### src/rtl/game_move_sequencer.sv
// game_move_sequencer: conditions four direction buttons and sequences each accepted
// move through the 2048 board datapath (move, spawn, check), committing only at vblank.
module game_move_sequencer #(
    parameter int DEBOUNCE_CYCLES = 1000,
    parameter int CNT_W = 16
) (
    input  logic             clk,
    input  logic             clr,
    input  logic             up_button,
    input  logic             down_button,
    input  logic             left_button,
    input  logic             right_button,
    input  logic             vblank,
    output logic             mv_valid,
    output logic [1:0]       mv_dir,
    input  logic             mv_done,
    input  logic             mv_changed,
    output logic             spawn_req,
    input  logic             spawn_ack,
    output logic             chk_req,
    input  logic             chk_done,
    input  logic             chk_dead,
    output logic             busy,
    output logic             death,
    output logic [CNT_W-1:0] move_count
);
    localparam logic [2:0] S_IDLE  = 3'd0;
    localparam logic [2:0] S_WAIT  = 3'd1;
    localparam logic [2:0] S_MOVE  = 3'd2;
    localparam logic [2:0] S_SPAWN = 3'd3;
    localparam logic [2:0] S_CHECK = 3'd4;
    localparam logic [2:0] S_DEAD  = 3'd5;
    localparam logic [CNT_W-1:0] DB_LAST = CNT_W'(DEBOUNCE_CYCLES - 1);

    logic [3:0]       w_raw;
    logic [3:0]       r_sync1;
    logic [3:0]       r_sync2;
    logic [3:0]       r_db;
    logic [CNT_W-1:0] r_cnt [4];
    logic             r_rdy;
    logic             r_armed;
    logic [2:0]       r_state;
    logic [1:0]       r_dir;
    logic [CNT_W-1:0] r_moves;
    logic [1:0]       w_pick;
    logic             w_accept;
    logic             w_release;

    assign w_raw     = {right_button, left_button, down_button, up_button};
    assign w_pick    = r_db[0] ? 2'd0 : r_db[1] ? 2'd1 : r_db[2] ? 2'd2 : 2'd3;
    assign w_accept  = (r_state == S_IDLE) && r_armed && (|r_db);
    // Arming waits until the synchroniser carries real pin values, so a button held through reset stays disarmed.
    assign w_release = r_rdy && (r_db == 4'd0) && (r_sync1 == 4'd0) && (r_sync2 == 4'd0);

    always_ff @(posedge clk or negedge clr) begin
        if (!clr) begin
            r_sync1 <= '0;
            r_sync2 <= '0;
            r_db    <= '0;
            r_rdy   <= 1'b0;
            for (int i = 0; i < 4; i++) r_cnt[i] <= '0;
        end else begin
            r_sync1 <= w_raw;
            r_sync2 <= r_sync1;
            r_rdy   <= 1'b1;
            for (int i = 0; i < 4; i++) begin
                if (r_sync2[i] == r_db[i]) r_cnt[i] <= '0;
                else if (r_cnt[i] == DB_LAST) begin
                    r_db[i]  <= r_sync2[i];
                    r_cnt[i] <= '0;
                end else r_cnt[i] <= r_cnt[i] + 1'b1;
            end
        end
    end

    always_ff @(posedge clk or negedge clr) begin
        if (!clr) begin
            r_state <= S_IDLE;
            r_dir   <= 2'd0;
            r_armed <= 1'b0;
            r_moves <= '0;
        end else begin
            if (w_accept) r_armed <= 1'b0;
            else if (w_release) r_armed <= 1'b1;
            case (r_state)
                S_IDLE: if (w_accept) begin
                    r_dir   <= w_pick;
                    r_state <= S_WAIT;
                end
                S_WAIT:  if (vblank) r_state <= S_MOVE;
                S_MOVE:  if (mv_done) r_state <= mv_changed ? S_SPAWN : S_IDLE;
                S_SPAWN: if (spawn_ack) begin
                    r_moves <= (&r_moves) ? r_moves : r_moves + 1'b1;
                    r_state <= S_CHECK;
                end
                S_CHECK: if (chk_done) r_state <= chk_dead ? S_DEAD : S_IDLE;
                S_DEAD:  r_state <= S_DEAD;
                default: r_state <= S_IDLE;
            endcase
        end
    end

    assign mv_valid   = r_state == S_MOVE;
    assign mv_dir     = r_dir;
    assign spawn_req  = r_state == S_SPAWN;
    assign chk_req    = r_state == S_CHECK;
    assign death      = r_state == S_DEAD;
    assign busy       = (r_state != S_IDLE) && (r_state != S_DEAD);
    assign move_count = r_moves;
endmodule

### config.mk
export PLATFORM = sky130hd
export DESIGN_NAME = game_move_sequencer
export DESIGN_NICKNAME = d
export VERILOG_FILES = /design/src/rtl/game_move_sequencer.sv
export SDC_FILE = /design/constraint.sdc
export NUM_CORES = 1
export LEC_CHECK = 0
export BUFFER_PORTS_ARGS = -buffer_cell sky130_fd_sc_hd__buf_2
export CAP_MARGIN = 20
export CORE_ASPECT_RATIO = 0.75
export CORE_MARGIN = 2
export CORE_UTILIZATION = 35
export CTS_BUF_LIST = sky130_fd_sc_hd__clkbuf_4
export CTS_CLUSTER_DIAMETER = 50
export DETAILED_ROUTE_END_ITERATION = 16
export SLEW_MARGIN = 0
export SYNTH_ARGS = -nofsm -noshare
export SYNTH_HDL_FRONTEND = slang
export SYNTH_SLANG_ARGS = --single-unit
### constraint.sdc
create_clock -name clk -period 2.6 [get_ports clk]
set_clock_uncertainty 0.05 [all_clocks]
set_input_delay 0.52 -clock clk [delete_from_list [all_inputs] [get_ports clk]]
set_output_delay 0.52 -clock clk [all_outputs]
set_load 0.01 [all_outputs]
==> results of run 1 <==
[cell type report]
cell class / count / share of cell area
flip-flops and latches: 99 / 0.4703
multi-input cells: 346 / 0.4031
repair buffers: 39 / 0.04228
well taps: 171 / 0.04062
clock inverters: 6 / 0.01663
clock buffers: 10 / 0.01425
inverters: 18 / 0.01283
[flip-flops by register name, indices dropped and copies added (netlist names)]
signal	count
r_sync2	4
r_armed	1
r_rdy	1
r_cnt	64
mv_dir	2
r_sync1	4
r_db	4
move_count	16
r_state	3
[worst max path at each step]
stage,depth (start not counted),from,slack (ns),endpoint
floorplan,3,r_cnt[29]$_DFF_PN0_,0.67,r_db[2]$_DFFE_PN0P_
global placement,3,r_cnt[29]$_DFF_PN0_,0.63,r_db[2]$_DFFE_PN0P_
detailed placement,3,r_cnt[29]$_DFF_PN0_,0.62,r_db[2]$_DFFE_PN0P_
CTS,3,r_state[1]$_DFFE_PN0P_,0.53,death
global route,3,r_state[1]$_DFFE_PN0P_,0.44,chk_req
finish,3,r_state[1]$_DFFE_PN0P_,0.56,death
[cells by family (layout without fill, tap and decap cells)]
family	count (synthesis)	in the layout
buffers and inverters	26	73
adder cells (fa/ha/maj)	5	5
AO/OA/AOI/OAI	28	28
AND/OR/NAND/NOR	237	237
flip-flops	99	99
other	1	1
XOR/XNOR	67	67
multiplexers	8	8
[report_power, final]
group	total, mW	leakage, nW	internal (mW)	switching, mW
combinational	0.304	0.778	0.138	0.166
sequential	1.71	1.35	1.60	0.109
clock	0.909	0.0912	0.405	0.504
[routing by layer]
layer	part of all wire	vias to the layer above	GRT usage	routed length (um)
met5	0	-	0	0
met4	0.0098	0	0.02843	86
met3	0.025	7	0.03655	223
met2	0.43	37	0.2026	3782
met1	0.53	1602	0.1841	4655
li1	-	1717	-	-
[cell usage after synthesis, types with 2 or more instances]
library cell	n	share of area
and2_1	2	0.0027
nand4_1	20	0.027
inv_1	18	0.014
o31ai_1	4	0.0064
dfrtp_1	99	0.53
clkbuf_1	6	0.0048
and3_1	7	0.0093
a21oi_1	12	0.013
or4_1	5	0.0080
mux2_2	7	0.017
nand2_1	29	0.023
or3_1	7	0.0093
o21ai_0	7	0.0074
nor4_1	17	0.023
nor2_1	79	0.063
nand3_1	26	0.028
xnor2_1	50	0.093
or2_2	4	0.0053
xor2_1	17	0.032
and4_1	4	0.0074
nand4b_1	2	0.0037
nor3b_1	5	0.0080
nor3_1	19	0.020
ha_1	5	0.013
nand2b_1	3	0.0040
[worst max-delay path: stages (launching register included)]
cell and delay, ns:
dfrtp_1 0.53, nand2b_1 0.24, nor2_1 0.12, buf_2 0.14
[cell usage in the layout, fill, tap and decap left out, types with 10 or more instances in the layout]
master	netlist	layout
a21oi_1	12	12
dfrtp_1	99	99
buf_2	1	33
xnor2_1	50	50
clkbuf_4	0	10
nand3_1	26	26
xor2_1	17	17
nor2_1	79	79
nor3_1	19	19
inv_1	18	18
nor4_1	17	17
nand2_1	29	29
nand4_1	20	20
==> results.md, run 1 <==
- The flow ran to the end, and the final reports show no timing, DRC or antenna violations.
- The analysis attributes to cell leakage a power of 2.214 nW.
- The longest clock path from root to sink contains 2 buffers.
- The number of synthesis warnings is 0.
- The final net count is 530.
- The proportion of register bits with asynchronous set or reset after synthesis is 1.000.
- Based on the critical path, the design can be clocked at up to 490.6 MHz.
- In this run, post-CTS repair resized a total of 0 instances.
- The number of buffer cells added on primary ports is 34.
- The via count of the first global-routing pass was 3330.
- The count of cells along the worst register-to-register path is 3.
- The average wire per standard cell is 12.70 um.
- The fraction of layout cells with a size suffix above 1 is 0.1371.
- 35 I/O pins were placed.
- After clock tree synthesis, the flow added hold-fix buffers numbering 0.
- The netlist area before placement is 4710 um^2.
- The fraction of the mapped netlist area in adder cells is 0.01328.
- The row count is 36.
- The first global-routing pass estimated 15360 um of wire.
- Of the synthesized area, sequential elements account for 0.5260.
- After legalization and detailed placement, the total HPWL measured 6102 um.
- The area of the multi-input gates is 2123 um^2.
- In this run the critical register-to-register path is captured at r_db[2]$_DFFE_PN0P_.
- The floorplan step defined a die boundary enclosing 14410 um^2.
- For this design, the sink count on the clock tree is 99.
- The number of enable flip-flop cells after synthesis is 0.
- In this run the critical register-to-register path is launched from r_cnt[29]$_DFF_PN0_.
- The worst setup slack after layout is 0.5619 ns.
- At the end of routability-driven placement, the weighted congestion stood at 0.7826.
- The total global-route track usage is 0.1313.
- In this run the post-CTS setup repair buffer count came out at 0.
- The sum of internal, switching and leakage power is 2.924 mW.
- The number of max-slew violations in the final report is 0.
- The final worst-path cycle share is 0.7839.
- The share of cell area taken by muxes after synthesis is 0.01993.
- For this design the ratio of total power to cell area is 555.2 nW/um^2.
- The die extent in x is 137.9 um.
- The post-synthesis register bit count is 99.
- The count of final setup violators is 0.
- The layout-stage area growth over the synthesis result is 11.85%.
- The root buffer cell is clkbuf_4.
- After global routing the overflow that remains totals 0.
- The detailed router's first-iteration violation count is 176.
- The worst-case IR drop observed on VDD is 0.2694 mV.
- The region available for standard cell placement spans 13060 um^2.
- The register-to-register path setup slack is 0.58 ns.
- Max-cap violations in this run came to 0.
- The number of placed instances, taps included, is 673.
- STA classifies the critical path startpoint as a register.
- The number of hold violations in the final report is 0.
- The dominant combinational cell family by area after synthesis is simple AND/OR/NAND/NOR gates.
- The summed negative setup slack over all endpoints is 0 ns.
- At the pin with the least slew margin, the transition time is 0.7327 ns.
- The minimum period implied by the final worst setup slack is 2.038 ns.
- The clock transition time at the flip-flop clock pins of the worst setup and hold paths is 0.15 ns.
- The count of nets left with antenna violations once routing finished came out at 0.
- The maximum level of the CTS H-tree is 3.
- The average cell area after synthesis is 9.999 um^2.
- Summing all non-filler instances in the final layout gives an area of 5268 um^2.
- The endpoint class of the critical path is an output pin.
- The worst-case setup slack after placement is 0.6150 ns.
- The most common flop cell mapped by yosys is dfrtp_1.
- For the worst-skew pair, the clock arrives at the later sink with an insertion delay of 0.45 ns.
- TritonCTS built the clock tree.
- The arrival time reported for the critical path endpoint is 1.47 ns.
- The instance area at placement is 5105 um^2.
- In this run the vertical extent of the chip is 104.5 um.
- The number of antenna violations at the first check in global routing came to 0.
- The synthesized net count is 488.
- Final hold analysis gives a worst-case slack of 0.06051 ns.
- The area fraction in compound gates after synthesis was 0.03480.
- The pin count of the biggest net entering global routing is 59.
- The critical path is of the register to output pin type.
- After detailed routing, the number of remaining DRC violations is 0.
- The xor/xnor cell area share of the yosys netlist is 0.1246.
- The number of antenna diodes in the final layout is 0.
- Data on the critical path is required at its endpoint by 2.03 ns.
- The distinct cell type count of the synthesized netlist is 42.
- The tightest slew margin relative to the limit is 0.5115.
- Of the total synthesized cell area, the portion taken by AND, OR, NAND and NOR gates is 0.2574.
- Wires add up to 8747 um.
- The number of vias per cell is 4.881.
- The area occupied by registers is 2477 um^2.
- Setup repair after global routing left no endpoint under its margin.
- The total vias in the final route is 3363.
- The number of non-filler instances in the completed layout is 689.
- The number of clock buffers added by TritonCTS is 9.
- For this run, the share of the core covered by cells in the final layout is 0.4033.
- The first TritonRoute pass finished after 4 iterations.
- The gate count of the mapped netlist is 471.
- The initial core utilization is 0.3605.
- The number of fillers in the final layout is 1322.
- The min-delay analysis places its worst path in the category input port to async pin.
- Of all nets on the critical path, the largest fanout is 13.
(Power assumes the default switching activity.)
==> run 2, diff against run 1 <==
Settings changed: ABC_AREA set to 1.
Clock period 2.6 ns to 2.1 ns, I/O delays scaled along.
==> run 2 against run 1 <==
Effect of this change:
- non-clock buffer count increased by 4
- critical path type unchanged
- critical endpoint is now busy
- largest cell class unchanged
- global-route usage increased by 1.7 points
- clock-buffer cell count decreased by 1
- highest routed layer unchanged
==> results.md, run 2 <==
- The met3 demand-to-capacity share in global routing is 0.03402 (-0.002525).
- The path with the worst hold slack has its endpoint at r_state[2]$_DFFE_PN0P_.
- The total global-route track usage is 0.1483 (+0.01702).
- The root buffer cell is clkbuf_4.
- The combinational group share of total power is 0.161 (+0.057).
- The sum of internal, switching and leakage power is 3.688 mW (+26%).
- Of the available clock period, the critical path in the final layout requires 0.9230.
- The count of final setup violators came to 0 (unchanged).
- The clock insertion delay at the later pin of the skew report is 0.46 ns (about the same).
- The antenna diode count is 0 (unchanged).
- The average wire per standard cell is 11.53 um (-9.2%).
- The worst register-to-register path ends at move_count[5]$_DFFE_PN0P_.
- The pin count of the biggest net entering global routing is 45 (-24%).
- The number of clock sinks seen by CTS is 99 (unchanged).
- The first-pass iteration count of the detailed router came to 5 (+1).
- Leaving out fill and tap cells, the most frequent cells in the layout are 202 x nand2_1, 144 x nor2_1, 97 x dfrtp_1, 80 x inv_1, 53 x nand3_1.
- The register-to-register path setup slack is 0.42 ns (-0.16 ns).
- The via count of the first global-routing pass came to 4069 (+22%).
- r_cnt holds more flip-flops than any other register.
- The final hold slack is 0.1914 ns (+0.1309 ns).
- The routability congestion estimate is 0.8145 (+4.1%).
- Ranked by total cell area, the synthesized netlist is headed by dfrtp_1 47%, nand2_1 15%, nor2_1 10%.
- The number of ports placed on the die boundary is 35 (unchanged).
- The netlist area before placement is 5223 um^2 (+11%).
- In this run the most critical hold path is launched from chk_done.
- The gate count of the mapped netlist is 703 (+49%).
- The average cell area after synthesis came to 7.429 um^2 (-26%).
- The final routed DRC violation total was 0 (unchanged).
- The switching power as a share of total power is 0.3052 (+0.03891).
- The deepest clock path buffer count is 2 (unchanged).
- The clock transition time at the flip-flop clock pins of the worst setup and hold paths came to 0.15 ns (about the same).
- Leaving out fill and tap cells, the most frequent cell in the layout is nand2_1.
- The number of max-slew violations in the final report is 0 (unchanged).
- The maximum level of the CTS H-tree came to 3 (unchanged).
- By count the netlist is led by 202 x nand2_1, 145 x nor2_1, 99 x dfrtp_1.
- The fraction of layout cells with a size suffix above 1 is 0.08037 (-0.05670).
- The fraction of power consumed by the clock network is 0.265 (-0.046).
- The total grt overflow is 0 (unchanged).
- The layout-stage area growth over the synthesis result is 11.93% (about the same).
- Among all flip-flop cells after synthesis, the most frequent one is dfrtp_1.
- The portion of synthesized cell area occupied by the leading cell type was 0.4744 (-0.05167).
- The worst min-delay path class is input port to register.
- The number of antenna violations at the first check in global routing is 0 (unchanged).
- The initial core utilization is 0.3601 (-0.0003983).
- The placed wire-length estimate after detailed placement is 8292 um (+36%).
- The number of vias per cell came to 4.556 (-6.7%).
- The endpoint class of the critical path is an output pin.
- The met1 demand-to-capacity share in global routing was 0.2172 (+0.03312).
- The proportion of register bits with asynchronous set or reset after synthesis was 1.000 (unchanged).
- The run finished with clean final reports.
- The detailed router's first-iteration violation count is 273 (+55%).
- The critical register-to-register path startpoint is move_count[1]$_DFFE_PN0P_.
- STA classifies the critical path startpoint as a register.
- The total vias in the final route is 4369 (+30%).
- The final net count is 772 (+46%).
- For the finished layout, the period the worst path requires is 1.938 ns.
- The required time of the critical path is 1.63 ns (-0.40 ns).
- The arrival time reported for the critical path endpoint is 1.47 ns (about the same).
- Setup repair after global routing left no endpoint under its margin.
- The tightest slew margin relative to the limit is 0.6672 (+0.1557).
- The number of buffer cells added on primary ports is 34 (unchanged).
- The part of the power in registers is 0.574 (-0.011).
- The count of cells along the worst register-to-register path is 7 (+4).
- The number of max-cap violations came to 0 (unchanged).
- Summed over all instances, the cell type with the most area after synthesis is dfrtp_1.
- The die height was 109.8 um (+5.1%).
- The post-detailed-routing wire length came to 11060 um (+26%).
- The summed negative setup slack over all endpoints is 0 ns (unchanged).
- The core box area is 14500 um^2 (+11%).
- The synthesized net count is 720 (+48%).
- The first-pass GRT wire length is 19140 um (+25%).
- The largest fanout on the critical path is 6 (-7).
- The number of synthesis warnings came to 0 (unchanged).
- The power per standard cell area is 630.8 nW/um^2 (+14%).
- The static leakage came to 2.757 nW (+25%).
- The measured slew at the worst slew-check pin is 0.4953 ns (-0.2374 ns).
- TritonCTS built the clock tree.
- The critical path is of the register to output pin type.
- The die extent in x was 145.1 um (+5.2%).
- The number of buffers created by CTS is 9 (unchanged).
- The switching power summed over all nets is 1.125 mW (+45%).
- The number of flip-flops under the largest register name is 64 (unchanged).
- The post-synthesis register bit count was 99 (unchanged).
- Static timing analysis puts the maximum clock frequency at 515.9 MHz.
- The cell-internal power came to 2.562 mW (+19%).
- The global-route track usage on met2 is 0.2201 (+0.01745).
- The row count is 38 (+5.6%).
- The largest vdd supply drop is 0.4618 mV (+71%).
- The number of enable flip-flop cells after synthesis is 0 (unchanged).
- The worst hold path depth is 3.
- nand2_1 is the most common cell in the netlist.
- The distinct cell type count of the synthesized netlist is 23 (-45%).
- The post-synthesis sequential area ratio was 0.4744 (-0.05167).
- The global-route layer with the greatest usage is met2.
- The number of nets still failing antenna checks after routing is 0 (unchanged).
- The number of setup buffers added after CTS is 0 (unchanged).
- The floorplan die area is 15930 um^2 (+11%).
- The number of hold violations in the final report is 0 (unchanged).
run 2: area by class of cell:
cell class / instances / area [um^2]
Fill cell: 1492 / 8656
Sequential cell: 99 / 2480
Multi-Input combinational cell: 520 / 2417
Inverter: 82 / 307.8
Timing Repair Buffer: 43 / 265.3
Tap cell: 200 / 250.2
Clock buffer: 9 / 67.56
Clock inverter: 6 / 57.56
run 2: logic make-up after synthesis:
| kind of cell | Yosys count | synth area share |
|---|---|---|
| fa+ha+maj | 5 | 0.01198 |
| xor+xnor | 34 | 0.05702 |
| compound gates | 20 | 0.02204 |
| flops | 99 | 0.4744 |
| buf+inv | 84 | 0.06325 |
| other cells | 1 | 0.0007180 |
| simple gates | 460 | 0.3706 |
run 2: power by group through the flow:
stage          clock network, mW  logic [mW]  registers (mW)
2_1_floorplan                  0       0.387            2.13
3_3_place_gp                   0       0.593            2.14
3_5_place_dp                   0       0.591            2.14
4_1_cts                     1.03       0.596            2.11
5_1_grt                     1.10       0.697            2.14
6_report                   0.979       0.592            2.12
run 2: per-stage QoR:
| step | cells | instance area, um^2 | setup slack [ns] | utilization |
|---|---|---|---|---|
| global placement | 939 | 5665 | 0.4828 | 0.3907 |
| CTS | 957 | 5821 | 0.06592 | 0.4014 |
| finish | 959 | 5846 | 0.1616 | 0.4031 |
| detailed placement | 939 | 5665 | 0.4712 | 0.3907 |
| global route | 959 | 5846 | 0.001754 | 0.4031 |
| floorplan | 703 | 5223 | 0.5906 | - |
run 2: critical path, stage by stage (launching register included):
cell     delay, ns
dfrtp_2       0.48
nor2_1        0.15
inv_1         0.08
nor2_2        0.12
nor2_1        0.06
buf_2         0.14
run 2: how the worst max path moves through the flow:
stage,startpoint,depth (start not counted),end
2_1_floorplan,move_count[1]$_DFFE_PN0P_,9,move_count[5]$_DFFE_PN0P_
3_3_place_gp,move_count[0]$_DFFE_PN0P_,7,move_count[0]$_DFFE_PN0P_
3_5_place_dp,move_count[1]$_DFFE_PN0P_,7,move_count[5]$_DFFE_PN0P_
4_1_cts,r_state[1]$_DFFE_PN0P_,5,busy
5_1_grt,r_state[0]$_DFFE_PN0P_,5,busy
6_report,r_state[1]$_DFFE_PN0P_,5,busy
run 2: metal layers:
layer | routed length (um) | vias up
met5 | 0 | -
met4 | 140 | 0
met3 | 413 | 11
met2 | 4489 | 70
met1 | 6014 | 1962
li1 | - | 2326
run 2: what timing repair did:
item,in CTS,in global routing
endpoints found under the hold margin,21,2
endpoints found under the setup margin,0,1
resized for setup,0,3
hold buffers,3,2
==> run 3, diff against run 2 <==
--- a/config.mk
+++ b/config.mk
@@ -12,5 +12,4 @@
 export CORE_MARGIN = 2
 export CORE_UTILIZATION = 35
-export CTS_BUF_LIST = sky130_fd_sc_hd__clkbuf_4
 export CTS_CLUSTER_DIAMETER = 50
 export DETAILED_ROUTE_END_ITERATION = 16
==> constraint.sdc (replaced) <==
create_clock -name clk -period 2.1 [get_ports clk]
set_clock_uncertainty 0.05 [all_clocks]
set_input_delay 0.315 -clock clk [delete_from_list [all_inputs] [get_ports clk]]
set_output_delay 0.315 -clock clk [all_outputs]
set_load 0.01 [all_outputs]
==> run 3 against run 2 <==
Effect of this change:
- the run now ends with hold timing left
- wire length fell by 1.7%
- worst setup slack improved by 0.18 ns
- combinational power fell by 3.5%
- clock power rose by 72%
- first-iteration DRC count rose by 4.0%
- sequential power barely moved
- utilization rose by 0.77 points
- die area did not move
- non-clock buffer count fell by 7
- final cell count fell by 0.63%
- clock-buffer cell count rose by 4
- critical path type unchanged
- largest power group unchanged
==> results.md, run 3 (synthesis gave the netlist of run 2 again) <==
- The clock tree from TritonCTS is built.
- The number of hold violations in the final report came to 32 (+32).
- Tracing the worst setup path back leads to its startpoint at r_state[0]$_DFFE_PN0P_.
- The required time of the critical path is 1.74 ns (+0.11 ns).
- The count of final setup violators came to 0 (unchanged).
- In this run the critical register-to-register path is launched from move_count[1]$_DFFE_PN0P_.
- The antenna diode count is 0 (unchanged).
- The area of the multi-input gates came to 2415 um^2 (-0.10%).
- The routability congestion estimate is 0.8100 (-0.55%).
- The switching power as a share of total power was 0.2683 (-0.03690).
- The number of nets still failing antenna checks after routing is 0 (unchanged).
- The global-route track usage on met2 is 0.2184 (-0.001701).
- The deepest clock path buffer count is 2 (unchanged).
- The global-route layer with the greatest usage is met1.
- The total vias in the final route is 4315 (-1.2%).
- The floorplan die area was 15930 um^2 (unchanged).
- The clock transition time at the flip-flop clock pins of the worst setup and hold paths came to 0.06 ns (-0.09 ns).
- The core box area is 14500 um^2 (unchanged).
- The first-pass GRT wire length is 19040 um (-0.54%).
- The summed negative setup slack over all endpoints is 0 ns (unchanged).
- The number of ports placed on the die boundary came to 35 (unchanged).
- The endpoint class of the critical path is an output pin.
- The average wire per standard cell is 11.41 um (-1.0%).
- The worst setup path category is register to output pin.
- The top cell types in the final layout, fill and taps aside, are 202 x nand2_1, 145 x nor2_1, 99 x dfrtp_1, 80 x inv_1, 53 x nand3_1.
- The root buffer cell chosen for the clock tree is clkbuf_16.
- The endpoint identified for the worst register-to-register timing path is move_count[4]$_DFFE_PN0P_.
- The final worst-path cycle share is 0.8383 (-0.08475).
- The critical path goes through nor2_1 > inv_1 > nor2_1 > nor2_1 > buf_2.
- The cell-internal power is 3.193 mW (+25%).
- The row count came to 38 (unchanged).
- The maximum level of the CTS H-tree came to 3 (unchanged).
- The largest fanout on the critical path is 7 (+1).
- The final routed DRC violation total is 0 (unchanged).
- The clock insertion delay at the later pin of the skew report was 0.35 ns (-0.11 ns).
- The placed wire-length estimate after detailed placement is 8134 um (-1.9%).
- The first-pass iteration count of the detailed router is 4 (-1).
- The final net count is 765 (-0.91%).
- The count of buffer and inverter cells on the critical path is 2 (unchanged).
- In this design, the critical path's most frequently occurring cell is nor2_1.
- The largest stage delay on the critical path is 0.46 ns (-0.02 ns).
- The flow ran to the end, but the final reports show violations.
- The part of the power in registers is 0.483 (-0.091).
- The fraction of power consumed by the clock network is 0.386 (+0.121).
- The total grt overflow came to 0 (unchanged).
- The fraction of layout cells with a size suffix above 1 is 0.07703 (-0.003344).
- The area occupied by registers is 2477 um^2 (-0.10%).
- The switching power summed over all nets is 1.171 mW (+4.0%).
- The number of setup buffers added after CTS is 0 (unchanged).
- The pin count of the biggest net entering global routing is 100 (+120%).
- The startpoint type of the worst setup path is a register.
- The static leakage is 2.810 nW (+1.9%).
- The minimum period implied by the final worst setup slack is 1.760 ns (-0.1780 ns).
- The number of vias per cell is 4.528 (-0.61%).
- The largest vdd supply drop is 0.3211 mV (-30%).
- The post-detailed-routing wire length is 10880 um (-1.7%).
- Setup repair after global routing left no endpoint under its margin.
- The number of antenna violations at the first check in global routing is 0 (unchanged).
- The worst min-delay path class is input port to async pin.
- The number of max-cap violations is 0 (unchanged).
- The initial core utilization is 0.3601 (unchanged).
- The tightest slew margin relative to the limit is 0.6493 (-0.01794).
- The number of fillers in the final layout is 1501 (+0.60%).
- From synthesis to final layout, the design area changed by 14.06%.
- The number of max-slew violations in the final report was 0 (unchanged).
- The most common cell after layout, fill and taps aside is nand2_1.
- The die extent in x is 145.1 um (unchanged).
- The met3 demand-to-capacity share in global routing is 0.04191 (+0.007884).
- More flip-flops sit in one register than any other, and that register is r_cnt.
- The via count of the first global-routing pass is 4014 (-1.4%).
- The checks that failed: hold timing.
- The number of buffers created by CTS is 9 (unchanged).
- The count of cells along the worst register-to-register path is 7 (unchanged).
- The combinational group share of total power came to 0.131 (-0.030).
- The fmax is 568.1 MHz (+10%).
- The count of instances resized after the clock tree is built is 0 (unchanged).
- The number of cells on the critical path is 5 (unchanged).
- The number of buffer cells added on primary ports is 34 (unchanged).
- The arrival time reported for the critical path endpoint was 1.40 ns (-0.07 ns).
- The dominant delay contributor by cell family on the critical path is flip-flops.
- The measured slew at the worst slew-check pin came to 0.5260 ns (+0.03072 ns).
- The number of clock sinks seen by CTS is 99 (unchanged).
- The number of placed instances with taps included is 937 (-0.21%).
- The power per standard cell area came to 732.5 nW/um^2 (+16%).
- Following the worst setup path forward leads to its endpoint at busy.
- The hold buffer count at cts is 0 (-3).
- The final hold slack is -0.02923 ns (-0.2207 ns).
- The number of flip-flops under the largest register name was 64 (unchanged).
- The number of non-filler instances in the completed layout is 953 (-0.63%).
- The met1 demand-to-capacity share in global routing was 0.2196 (+0.002375).
- The register-to-register path setup slack came to 0.46 ns (+0.04 ns).
- The total global-route track usage came to 0.1493 (+0.0009833).
- The die height came to 109.8 um (unchanged).
- The slowest stage cell on the critical path is dfrtp_1.
- The detailed router's first-iteration violation count came to 284 (+4.0%).
-- run 3: layout make-up --
class,count,area share
Clock buffer,13,0.04369
Tap cell,200,0.04201
Inverter,82,0.05167
Sequential cell,99,0.4159
Multi-Input combinational cell,520,0.4054
Timing Repair Buffer,36,0.03361
Clock inverter,3,0.007771
-- run 3: worst min-delay path by stage --
stage	start	endpoint	slack [ns]	cells after the start
floorplan	clr	move_count[0]$_DFFE_PN0P_	-0.03	0
global placement	r_sync1[2]$_DFF_PN0_	r_sync2[2]$_DFF_PN0_	0.31	0
detailed placement	r_sync1[2]$_DFF_PN0_	r_sync2[2]$_DFF_PN0_	0.32	0
CTS	clr	r_cnt[17]$_DFF_PN0_	0.002	2
global route	down_button	r_sync1[1]$_DFF_PN0_	0.005	1
finish	clr	r_cnt[14]$_DFF_PN0_	-0.03	2
-- run 3: power by group through the flow --
stage / clock network (mW) / registers [mW] / logic, mW
2_1_floorplan: 0 / 2.13 / 0.387
3_5_place_dp: 0 / 2.14 / 0.583
4_1_cts: 1.75 / 2.11 / 0.583
5_1_grt: 1.83 / 2.13 / 0.679
3_3_place_gp: 0 / 2.15 / 0.588
6_report: 1.68 / 2.11 / 0.571
-- run 3: per-stage QoR --
stage	area [um^2]	power [mW]	setup WS, ns	utilization
finish	5957	4.363	0.3396	0.4108
global route	5957	4.640	0.2318	0.4108
CTS	5957	4.441	0.3226	0.4108
detailed placement	5650	2.727	0.4478	0.3896
global placement	5650	2.734	0.4814	0.3896
floorplan	5223	2.522	0.5906	-
-- run 3: worst register-to-register path, delay by kind of cell, from the launching register on --
kind,cells,cell delay [ns]
adder cells (fa/ha/maj),1,0.23
buffers and inverters,1,0.10
AND/OR/NAND/NOR,4,0.41
AO/OA/AOI/OAI,1,0.38
flip-flops,1,0.41
-- run 3: layer usage --
layer	share of wire	up-vias
li1	-	2316
met1	0.55	1948
met2	0.40	46
met3	0.041	5
met4	0.0086	0
met5	0	-
